<file path="src/rtl/ifetch.sv">
// ifetch -- instruction fetch unit feeding the instruction queue.
//
// Holds the fetch PC and issues one 32-bit read at a time to the memory
// controller. Each returned word is pushed to the queue together with its PC.
// A redirect replaces the fetch PC. A read that is still outstanding when the
// redirect arrives is marked stale. Its data is dropped when it returns.
//
// Optional feature: define IFETCH_ICACHE_EN to add a direct-mapped icache of
// 2^ICACHE_IDX_W one-word lines. A hit delivers from IDLE without a memory read.
//
// Ports:
//   clk, rst_n          clock; synchronous active-low reset
//   rdy                 global enable, low freezes all state (inst_rdy forced 0)
//   iq_full             queue full flag, checked only when launching a read
//   inst_rdy/inst/pc_out  one-cycle push strobe, instruction word and its PC
//   mem_req/mem_addr    level read request and its word-aligned address
//   mem_done/mem_data   one-cycle read completion and returned word
//   redirect_vld/redirect_pc  one-cycle fetch PC redirect
module ifetch #(
   parameter logic [31:0] RESET_PC     = 32'h0000_0000,
   parameter int          ICACHE_IDX_W = 4
) (
   input  logic        clk,
   input  logic        rst_n,
   input  logic        rdy,
   input  logic        iq_full,
   output logic        inst_rdy,
   output logic [31:0] inst,
   output logic [31:0] pc_out,
   output logic        mem_req,
   output logic [31:0] mem_addr,
   input  logic        mem_done,
   input  logic [31:0] mem_data,
   input  logic        redirect_vld,
   input  logic [31:0] redirect_pc
);

   // The tag slice pc[31:ICACHE_IDX_W+2] must be a legal, non-empty range.
   if (ICACHE_IDX_W < 1 || ICACHE_IDX_W > 16) begin : g_bad_idx
      $error("ifetch: ICACHE_IDX_W must be within 1..16");
   end

   typedef enum logic [1:0] {
      IDLE = 2'd0,   // no read outstanding
      WAIT = 2'd1,   // read outstanding, its data will be delivered
      DROP = 2'd2    // read outstanding, a redirect made it stale
   } state_t;

   state_t      state, state_nxt;
   logic [31:0] pc, pc_nxt;
   logic [31:0] inst_nxt, pc_out_nxt, mem_addr_nxt;
   logic        inst_rdy_nxt, mem_req_nxt;
   logic        cache_hit;
   logic [31:0] cache_data;

`ifdef IFETCH_ICACHE_EN
   localparam int LINES = 1 << ICACHE_IDX_W;
   localparam int TAG_W = 30 - ICACHE_IDX_W;

   logic [LINES-1:0]        line_vld;
   logic [TAG_W-1:0]        line_tag  [LINES];
   logic [31:0]             line_data [LINES];
   logic [ICACHE_IDX_W-1:0] rd_idx, wr_idx;
   logic                    fill;

   assign rd_idx     = pc[ICACHE_IDX_W+1:2];
   assign wr_idx     = mem_addr[ICACHE_IDX_W+1:2];
   assign cache_hit  = line_vld[rd_idx] && (line_tag[rd_idx] == pc[31:ICACHE_IDX_W+2]);
   assign cache_data = line_data[rd_idx];
   // Every completed read fills its line, including stale responses: the
   // word is still correct for mem_addr even though it is not delivered.
   assign fill       = mem_done && (state != IDLE);

   always_ff @(posedge clk) begin
      if (!rst_n) begin
         line_vld <= '0;
      end else if (rdy && fill) begin
         line_vld[wr_idx] <= 1'b1;
      end
   end

   // NOTE: tag and data arrays are not reset; the valid bits gate every read.
   always_ff @(posedge clk) begin
      if (rst_n && rdy && fill) begin
         line_tag[wr_idx]  <= mem_addr[31:ICACHE_IDX_W+2];
         line_data[wr_idx] <= mem_data;
      end
   end
`else
   assign cache_hit  = 1'b0;
   assign cache_data = '0;
`endif

   always_comb begin
      // NOTE: every signal gets a default first, so no path through the case infers a latch.
      state_nxt    = state;
      pc_nxt       = pc;
      inst_nxt     = inst;
      pc_out_nxt   = pc_out;
      mem_req_nxt  = mem_req;
      mem_addr_nxt = mem_addr;
      inst_rdy_nxt = 1'b0;

      unique case (state)
         IDLE: begin
            if (redirect_vld) begin
               pc_nxt = redirect_pc;
            end else if (!iq_full) begin
               if (cache_hit) begin
                  inst_rdy_nxt = 1'b1;
                  inst_nxt     = cache_data;
                  pc_out_nxt   = pc;
                  pc_nxt       = pc + 32'd4;
               end else begin
                  mem_req_nxt  = 1'b1;
                  mem_addr_nxt = pc;
                  state_nxt    = WAIT;
               end
            end
         end
         WAIT: begin
            if (mem_done) begin
               mem_req_nxt = 1'b0;
               state_nxt   = IDLE;
               // A redirect in the completion cycle wins over delivery.
               if (redirect_vld) begin
                  pc_nxt = redirect_pc;
               end else begin
                  inst_rdy_nxt = 1'b1;
                  inst_nxt     = mem_data;
                  pc_out_nxt   = mem_addr;
                  pc_nxt       = pc + 32'd4;
               end
            end else if (redirect_vld) begin
               pc_nxt    = redirect_pc;
               state_nxt = DROP;
            end
         end
         DROP: begin
            if (redirect_vld) begin
               pc_nxt = redirect_pc;
            end
            if (mem_done) begin
               mem_req_nxt = 1'b0;
               state_nxt   = IDLE;
            end
         end
         default: state_nxt = IDLE;
      endcase
   end

   always_ff @(posedge clk) begin
      // NOTE: sequential state uses non-blocking assignments so every register samples pre-edge values.
      if (!rst_n) begin
         state    <= IDLE;
         pc       <= RESET_PC;
         inst_rdy <= 1'b0;
         inst     <= '0;
         pc_out   <= '0;
         mem_req  <= 1'b0;
         mem_addr <= '0;
      end else if (rdy) begin
         state    <= state_nxt;
         pc       <= pc_nxt;
         inst_rdy <= inst_rdy_nxt;
         inst     <= inst_nxt;
         pc_out   <= pc_out_nxt;
         mem_req  <= mem_req_nxt;
         mem_addr <= mem_addr_nxt;
      end else begin
         inst_rdy <= 1'b0;
      end
   end

endmodule

</file>
<file path="config.mk">
export PLATFORM = sky130hd
export DESIGN_NAME = ifetch
export DESIGN_NICKNAME = d
export VERILOG_FILES = /design/src/rtl/ifetch.sv
export SDC_FILE = /design/constraint.sdc
export NUM_CORES = 1
export LEC_CHECK = 0
export BUFFER_PORTS_ARGS = -buffer_cell sky130_fd_sc_hd__buf_2
export CORE_UTILIZATION = 35
export DETAILED_ROUTE_END_ITERATION = 6
export PLACE_DENSITY = 0.69
export SLEW_MARGIN = 20
export SYNTH_ARGS = -nofsm -noshare
export SYNTH_HDL_FRONTEND = slang
export SYNTH_SLANG_ARGS = --single-unit
</file>
<file path="constraint.sdc">
create_clock -name clk -period 2.64 [get_ports clk]
set_input_delay 0.66 -clock clk [delete_from_list [all_inputs] [get_ports clk]]
set_output_delay 0.66 -clock clk [all_outputs]
set_load 0.01 [all_outputs]
</file>
==> flow_metrics.tcl, run 1 <==
set metrics [dict create \
    worst-setup-path-type "register to register" \
    start_kind "register" \
    drt_iter0_markers 437 \
    critical_path_required_ns 2.96 \
    cts.sinks 132 \
    ioPinCount 168 \
    maxCapViolations 0 \
    max-slew-margin-rel 0.3896 \
    drive_gt1_frac 0.2584 \
    clock_latency_ns 0.41 \
    postCtsSetupBuffers 0 \
    ys_types 59 \
    core_mm2 0.01577 \
    cts_tree "yes" \
    layout-area-overhead-vs-synth_pct 29.34 \
    run_status "finished, final reports clean" \
    start_util 0.3572 \
    dp_hpwl_um 11620 \
    finalWirelength_um 16830 \
    placed_cells 1078 \
    post_drt_wl_per_cell_um 15.16 \
    die_w_um 128.9 \
    holdWs_ns 0.4478 \
    grt_pass1_wl_um 26540 \
    pwr-share-comb 0.067 \
    vias_per_cell 5.129 \
    grt_max_degree 84 \
    die_h_um 128.9 \
    post-place-ws_ns 0.2761 \
    crit_arrival_ns 2.66 \
    p_leak_nw 2.939 \
    syn_area_mm2 0.005633 \
    diodes 0 \
    num_rows 46 \
    power.total_mw 4.762 \
    grt_pass1_vias 5046 \
    period_share 0.8872 \
    switching_share 0.2333 \
    final_area_mm2 0.007286 \
    synthCells 728 \
    drcViolationCount 0 \
    period_minus_slack_ns 2.342 \
    numCtsBuffers 17 \
    h-tree-depth 4 \
    final_cell_count_no_fill 1110 \
    fp.dieArea_mm2 0.01660 \
    clock_skew_ns 0.006587 \
    p_switching_mw 1.111 \
    antenna_found_initial 0 \
    avgSynthCellArea_um2 7.738 \
    gr-usage-all-layers 0.2065 \
    timing_hold_violations_final 0 \
    clkTransAtPathRegs_ns 0.06 \
    max_freq_ghz 0.4270 \
    vias 5693 \
    cp_max_fo 6 \
    rsz0062_at_grt "false" \
    synth_nets 804 \
    p_per_area_mw_per_mm2 653.6 \
    p_int_mw 3.651 \
    async_flop_share 0 \
    clk_path_buf_depth 2 \
    cts_root_buf "clkbuf_16" \
    hp-class "register to register" \
    yosysWarnings 0 \
    ant_nets 0 \
    synth_seq_cells 132 \
    synth_edf_count 0 \
    placed_cell_area_mm2 0.006695 \
    place_congestion 0.9370 \
    dr.pass1.iters 5 \
    end_kind "register" \
    layout_setup_ws_ns 0.2979 \
    final_core_util 0.4620 \
    layout.nets 957 \
    ir_drop_v 0.0004580 \
    cts_resized 0 \
    drv_slew 0 \
    power_frac_seq 0.441 \
    clkPwrFrac 0.492 \
    grt.overflow.total 0 \
    tightest_slew_ns 0.9156 \
    place.port_buffers 167 \
    cts-hold-fix-buffers 0 \
    synth-seq-area-share 0.4691 \
    setup_violations 0 \
    finalSetupTns_ns 0 \
    ys.flop_type "dfxtp_1" \
]
==> cell type report <==
type                    instances  area (um^2)
flip-flops and latches        132         2643
inverters                       8        31.28
clock buffers                  24        491.7
well taps                     216        270.3
repair buffers                187        985.9
clock inverters                 8        98.84
multi-input cells             535         2765
fillers                      1645         8484
==> kinds of logic after synthesis <==
| logic type | after synthesis | share of synthesized area |
|---|---|---|
| AOI/OAI and AO/OA | 189 | 0.2008 |
| adders and majority gates | 6 | 0.01333 |
| buffers and inverters | 61 | 0.04109 |
| DFF | 132 | 0.4691 |
| muxes | 7 | 0.01266 |
| and+or+nand+nor | 333 | 0.2630 |
==> power by group through the flow <==
stage	Combinational [mW]	Sequential (mW)	Clock, mW
3_3_place_gp	0.314	2.14	0
2_1_floorplan	0.185	2.12	0
5_1_grt	0.353	2.11	2.49
6_report	0.318	2.10	2.34
4_1_cts	0.318	2.10	2.40
3_5_place_dp	0.316	2.14	0
==> cell usage after synthesis (all sizes together) (2+ instances only) <==
master / count / area (um^2)
o41ai: 3 / 26.28
inv: 7 / 26.28
o31ai: 3 / 22.52
and4: 5 / 45.04
clkbuf: 47 / 177.7
and2: 4 / 26.28
a32o: 5 / 50.05
mux2i: 6 / 60.06
a221oi: 5 / 43.79
or3: 3 / 18.77
ha: 6 / 75.07
and3: 7 / 43.79
buf: 6 / 23.77
nor2b: 3 / 18.77
nand4: 6 / 43.79
nand2: 232 / 870.8
nor2: 21 / 78.83
a311oi: 2 / 17.52
o31a: 2 / 17.52
or4: 3 / 26.27
and3b: 2 / 17.52
nor4: 8 / 56.30
a21oi: 116 / 584.3
o311a: 3 / 30.03
o221ai: 2 / 17.52
nand2b: 2 / 12.51
a211oi: 3 / 22.52
nand3b: 2 / 15.01
dfxtp: 132 / 2643
a21o: 3 / 22.52
nor3: 11 / 55.05
a22o: 4 / 35.03
a22oi: 2 / 15.01
o21ai: 19 / 95.09
o221a: 2 / 22.52
a31oi: 9 / 56.30
nand3: 17 / 85.08
and4b: 2 / 20.02
==> cells in the final DEF, fill, tap and decap left out, types with 3 or more instances in the layout <==
cell and count:
clkbuf_1 3, o311a_1 3, o41ai_1 3, a31oi_1 9, a21oi_1 115, nor4_1 7, clkbuf_8 4, and4_1 4
a22o_1 4, nor2_1 21, clkbuf_16 17, ha_1 6, inv_1 7, nand4_1 5, nand3_1 16, nand2_1 232
nor3_1 11, and3_1 6, a32o_1 5, buf_4 20, nor2b_1 3, a221oi_1 5, a21o_1 3, o21ai_0 19
buf_2 167, or3_1 3, mux2i_1 6, clkinv_2 4, o31ai_1 3, dfxtp_1 132, a211oi_1 3, and2_1 3
==> worst max-delay path, cell delays in order, from the launching register on <==
cell and delay, ns:
dfxtp_1 0.38, inv_1 0.10, ha_1 0.26, nor3b_1 0.47, nand2_1 0.17, buf_4 0.19, nor4b_1 0.32, mux2i_1 0.12
a221oi_1 0.23
==> path summary, 6_finish.rpt <==
check | cells past startpoint | slack, ns | from | end
worst max-delay path | 8 | 0.30 | state[0]$_SDFFE_PN0P_ | pc[23]$_SDFFE_PN0P_
worst min-delay path | 2 | 0.45 | pc_out[15]$_SDFFE_PN0P_ | pc_out[15]$_SDFFE_PN0P_
worst max register to register | 8 | 0.30 | state[0]$_SDFFE_PN0P_ | pc[23]$_SDFFE_PN0P_
worst min register to register | 2 | 0.45 | pc_out[15]$_SDFFE_PN0P_ | pc_out[15]$_SDFFE_PN0P_
==> metal layers <==
metal | up-vias | wire [um] | GRT usage
met4 | 0 | 342 | 0.08166
li1 | 2833 | - | -
met2 | 195 | 7581 | 0.3148
met1 | 2635 | 7956 | 0.2824
met3 | 30 | 947 | 0.04615
met5 | - | 0 | 0
==> registers in the layout (all words and copies together) (netlist names) <==
register / count
mem_addr: 32
pc_out: 32
state: 2
mem_req: 1
inst_rdy: 1
inst: 32
pc: 32
No activity file was read; power rests on OpenSTA's default activity.
==> run 2: changes to the inputs <==
--- a/config.mk
+++ b/config.mk
@@ -6,9 +6,12 @@
 export NUM_CORES = 1
 export LEC_CHECK = 0
 export BUFFER_PORTS_ARGS = -buffer_cell sky130_fd_sc_hd__buf_2
+export CELL_PAD_IN_SITES_DETAIL_PLACEMENT = 0
+export CELL_PAD_IN_SITES_GLOBAL_PLACEMENT = 1
 export CORE_UTILIZATION = 35
 export DETAILED_ROUTE_END_ITERATION = 6
-export PLACE_DENSITY = 0.69
+export GPL_TIMING_DRIVEN = 1
+export PLACE_DENSITY = 0.87
 export SLEW_MARGIN = 20
 export SYNTH_ARGS = -nofsm -noshare
 export SYNTH_HDL_FRONTEND = slang
==> flow_metrics.tcl, run 2 (synthesized netlist as in run 1, its figures left out) <==
set metrics [dict create \
    cts_tree "yes" \
    ir_drop_v 0.0004334 \
    cts_root_buf "clkbuf_16" \
    setup_violations 0 \
    ioPinCount 168 \
    placed_cell_area_mm2 0.006720 \
    crit_arrival_ns 2.61 \
    slowest_delay_ns 0.41 \
    cts.sinks 132 \
    fillers 1666 \
    period_minus_slack_ns 2.305 \
    hp-start "inst[22]$_SDFFE_PN0P_" \
    grt.overflow.total 0 \
    max-slew-margin-rel 0.5333 \
    tightest_slew_ns 0.7000 \
    drt_iter0_markers 405 \
    layout.nets 957 \
    numCtsBuffers 17 \
    num_rows 46 \
    clk_path_buf_depth 2 \
    dr.pass1.iters 6 \
    worst-setup-path-type "register to register" \
    critical_path_required_ns 2.94 \
    p_leak_nw 2.964 \
    clock_skew_ns 0.007699 \
    place.port_buffers 167 \
    hp-class "register to register" \
    place_congestion 0.9259 \
    post_drt_wl_per_cell_um 14.94 \
    vias 5566 \
    finalWirelength_um 16580 \
    drcViolationCount 0 \
    die_h_um 128.9 \
    diodes 0 \
    drv_slew 0 \
    ant_nets 0 \
    drive_gt1_frac 0.2606 \
    timing_hold_violations_final 0 \
    cts_resized 0 \
    layout_common_cells "nand2_1, buf_2, dfxtp_1" \
    p_per_area_mw_per_mm2 668.7 \
    grt_max_degree 111 \
    grt_pass1_vias 4888 \
    reg2reg_from "state[0]$_SDFFE_PN0P_" \
    rsz0062_at_grt "false" \
    clock_latency_ns 0.42 \
    grt_pass1_wl_um 25960 \
    cp_max_fo 6 \
    period_share 0.8731 \
    die_w_um 128.9 \
    gr-usage-all-layers 0.2016 \
    cts-hold-fix-buffers 0 \
    end_kind "register" \
    layout_commonest_cell "nand2_1" \
    maxCapViolations 0 \
    core_mm2 0.01577 \
    antenna_found_initial 0 \
    max_freq_ghz 0.4338 \
    vias_per_cell 5.014 \
    run_status "finished, final reports clean" \
    finalSetupTns_ns 0 \
    fp.dieArea_mm2 0.01660 \
    layout-area-overhead-vs-synth_pct 30.39 \
    cp_cell_sequence "inv_1 > ha_1 > nor3b_1 > nand2_1 > nor4_2 > buf_4 > a21oi_1 > o31a_1" \
    clkTransAtPathRegs_ns 0.06 \
    postCtsSetupBuffers 0 \
    dp_hpwl_um 11440 \
    final_area_mm2 0.007345 \
    cp_slowest_cell "nor3b_1" \
    cp-startpoint "state[0]$_SDFFE_PN0P_" \
    start_util 0.3572 \
    h-tree-depth 4 \
    start_kind "register" \
]
-- run 2: where the power goes --
group          switching [mW]  internal, mW  total (mW)
Clock                   0.888          1.60        2.49
Combinational           0.194         0.132       0.326
Sequential             0.0583          2.04        2.09
Total                    1.14          3.77        4.91
-- run 2: path summary, 6_finish.rpt --
path	to	slack, ns	cells after the start
worst min-delay path	inst[22]$_SDFFE_PN0P_	0.45	2
worst max register to register	pc[31]$_SDFFE_PN0P_	0.33	8
worst max-delay path	pc[31]$_SDFFE_PN0P_	0.33	8
worst min register to register	inst[22]$_SDFFE_PN0P_	0.45	2
-- run 2: cell type report --
type,instances,area [um^2],share of cell area
flip-flops and latches,132,2643,0.3598
repair buffers,187,1011,0.1376
clock buffers,19,442.9,0.06031
well taps,216,270.3,0.03680
multi-input cells,535,2765,0.3765
clock inverters,13,181.4,0.02470
inverters,8,31.28,0.004259
-- run 2: layer usage --
layer | vias up | GRT usage | part of all wire
li1 | 2842 | - | -
met1 | 2534 | 0.2767 | 0.48
met2 | 168 | 0.2989 | 0.45
met3 | 22 | 0.05447 | 0.051
met4 | 0 | 0.07958 | 0.021
met5 | - | 0 | 0
-- run 2: stage by stage --
| step | util | setup slack, ns | total power [mW] | hold slack [ns] | std cells |
|---|---|---|---|---|---|
| final | 0.4657 | 0.3349 | 4.911 | 0.4484 | 1110 |
| after global routing | 0.4657 | 0.1504 | 5.096 | 0.4607 | 1110 |
| after CTS | 0.4657 | 0.3604 | 4.963 | 0.4509 | 1110 |
| after detailed placement | 0.4261 | 0.2931 | 2.460 | 0.4430 | 1078 |
| after global placement | 0.4261 | 0.3058 | 2.458 | 0.4390 | 1078 |
| after floorplan | - | 0.5891 | 2.306 | 0.4321 | 728 |
-- run 2: critical path, delay by kind of cell (launching register included) --
kind | cells | cell delay [ns]
buffers and inverters | 2 | 0.28
DFF | 1 | 0.38
adders and majority gates | 1 | 0.26
AOI/OAI and AO/OA | 2 | 0.35
and+or+nand+nor | 3 | 0.93
==> run 3: changes to the inputs <==
--- a/config.mk
+++ b/config.mk
@@ -9,9 +9,10 @@
 export CELL_PAD_IN_SITES_DETAIL_PLACEMENT = 0
 export CELL_PAD_IN_SITES_GLOBAL_PLACEMENT = 1
 export CORE_UTILIZATION = 35
+export CTS_CLUSTER_DIAMETER = 60
 export DETAILED_ROUTE_END_ITERATION = 6
 export GPL_TIMING_DRIVEN = 1
-export PLACE_DENSITY = 0.87
+export PLACE_DENSITY = 0.84
 export SLEW_MARGIN = 20
 export SYNTH_ARGS = -nofsm -noshare
 export SYNTH_HDL_FRONTEND = slang
==> flow_metrics.tcl, run 3 (synthesized netlist as in run 1, its figures left out) <==
set metrics [dict create \
    run_status "finished, final reports clean" \
    fp.dieArea_mm2 0.01660 \
    numCtsBuffers 17 \
    grt_max_degree 58 \
    setup_violations 0 \
    die_h_um 128.9 \
    maxCapViolations 0 \
    place.port_buffers 167 \
    cts.sinks 132 \
    cp_top_family "simple AND/OR/NAND/NOR gates" \
    critical_path_required_ns 2.95 \
    ioPinCount 168 \
    worst-setup-path-type "register to register" \
    seqCellArea_mm2 0.002643 \
    cts_tree "yes" \
    core_mm2 0.01577 \
    clock_latency_ns 0.42 \
    crit_arrival_ns 2.66 \
    vias_per_cell 5.062 \
    max-slew-margin-rel 0.5607 \
    r2r_slack_ns 0.29 \
    diodes 0 \
    ir_drop_v 0.0004483 \
    path_buf_inv 2 \
    grt_pass1_wl_um 25830 \
    layout-area-overhead-vs-synth_pct 30.96 \
    holdWs_ns 0.4489 \
    cp_slowest_cell "nor3b_1" \
    hp-class "register to register" \
    layout_common_cells "nand2_1, buf_2, dfxtp_1" \
    multi_input_comb_area_mm2 0.002765 \
    slowest_delay_ns 0.45 \
    cp_max_fo 6 \
    post_drt_wl_per_cell_um 15.16 \
    finalWirelength_um 16830 \
    gr-usage-all-layers 0.2017 \
    cts_root_buf "clkbuf_16" \
    clock_skew_ns 0.009378 \
    final_core_util 0.4678 \
    grt.overflow.total 0 \
    ant_nets 0 \
    antenna_found_initial 0 \
    num_rows 46 \
    layout_commonest_cell "nand2_1" \
    start_util 0.3572 \
    layout.nets 957 \
    p_leak_nw 2.973 \
    dr.pass1.iters 5 \
    clk_path_buf_depth 2 \
    drv_slew 0 \
    clkTransAtPathRegs_ns 0.06 \
    place_congestion 0.8854 \
    postCtsSetupBuffers 0 \
    p_per_area_mw_per_mm2 673.8 \
    end_kind "register" \
    die_w_um 128.9 \
    max_freq_ghz 0.4257 \
    drcViolationCount 0 \
    dp_hpwl_um 11650 \
    start_kind "register" \
    vias 5619 \
    timing_hold_violations_final 0 \
    tightest_slew_ns 0.6590 \
    cts_resized 0 \
    fillers 1644 \
    grt_pass1_vias 4812 \
    period_share 0.8899 \
    drive_gt1_frac 0.2617 \
    h-tree-depth 4 \
    cp_cell_sequence "inv_1 > ha_1 > nor3b_1 > nand2_1 > nor4_2 > buf_4 > a21oi_1 > o31a_1" \
    rsz0062_at_grt "false" \
    cts-hold-fix-buffers 0 \
    finalSetupTns_ns 0 \
    period_minus_slack_ns 2.349 \
    drt_iter0_markers 329 \
]
-- run 3: per-layer routing --
metal  up-vias  part of all wire  routed length (um)  track usage
met4         0             0.021                 359      0.08097
li1       2831                 -                   -            -
met2       174              0.44                7445       0.2995
met1      2587              0.48                8080       0.2788
met5         -                 0                   0            0
met3        27             0.056                 945      0.04990
-- run 3: worst paths after layout --
path / start / to / cells past startpoint
worst min-delay path: pc_out[16]$_SDFFE_PN0P_ / pc_out[16]$_SDFFE_PN0P_ / 2
worst max register to register: state[0]$_SDFFE_PN0P_ / pc[31]$_SDFFE_PN0P_ / 8
worst min register to register: pc_out[16]$_SDFFE_PN0P_ / pc_out[16]$_SDFFE_PN0P_ / 2
worst max-delay path: state[0]$_SDFFE_PN0P_ / pc[31]$_SDFFE_PN0P_ / 8
-- run 3: metrics by stage --
step | cell area, um^2 | total power [mW] | instances | worst slack [ns]
after global placement | 6733 | 2.461 | 1078 | 0.2921
after floorplan | 5633 | 2.306 | 728 | 0.5891
after detailed placement | 6733 | 2.460 | 1078 | 0.2274
after CTS | 7377 | 5.014 | 1110 | 0.2891
after global routing | 7377 | 5.120 | 1110 | 0.1969
final | 7377 | 4.970 | 1110 | 0.2907
-- run 3: power by group --
part | internal [mW] | switching [mW]
Combinational | 0.132 | 0.195
Clock | 1.65 | 0.895
Sequential | 2.04 | 0.0581
Total | 3.82 | 1.15
-- run 3: final cells by class --
cell class | instances | share of cell area
multi-input combinational | 535 | 0.3748
clock inverter | 12 | 0.02408
clock buffer | 20 | 0.06326
tap | 216 | 0.03663
sequential | 132 | 0.3582
inverter | 8 | 0.004240
timing repair buffer | 187 | 0.1387
-- run 3: worst min-delay path: stages (launching register included) --
cell,delay [ns]
dfxtp_1,0.30
nand2_1,0.05
a21oi_1,0.05
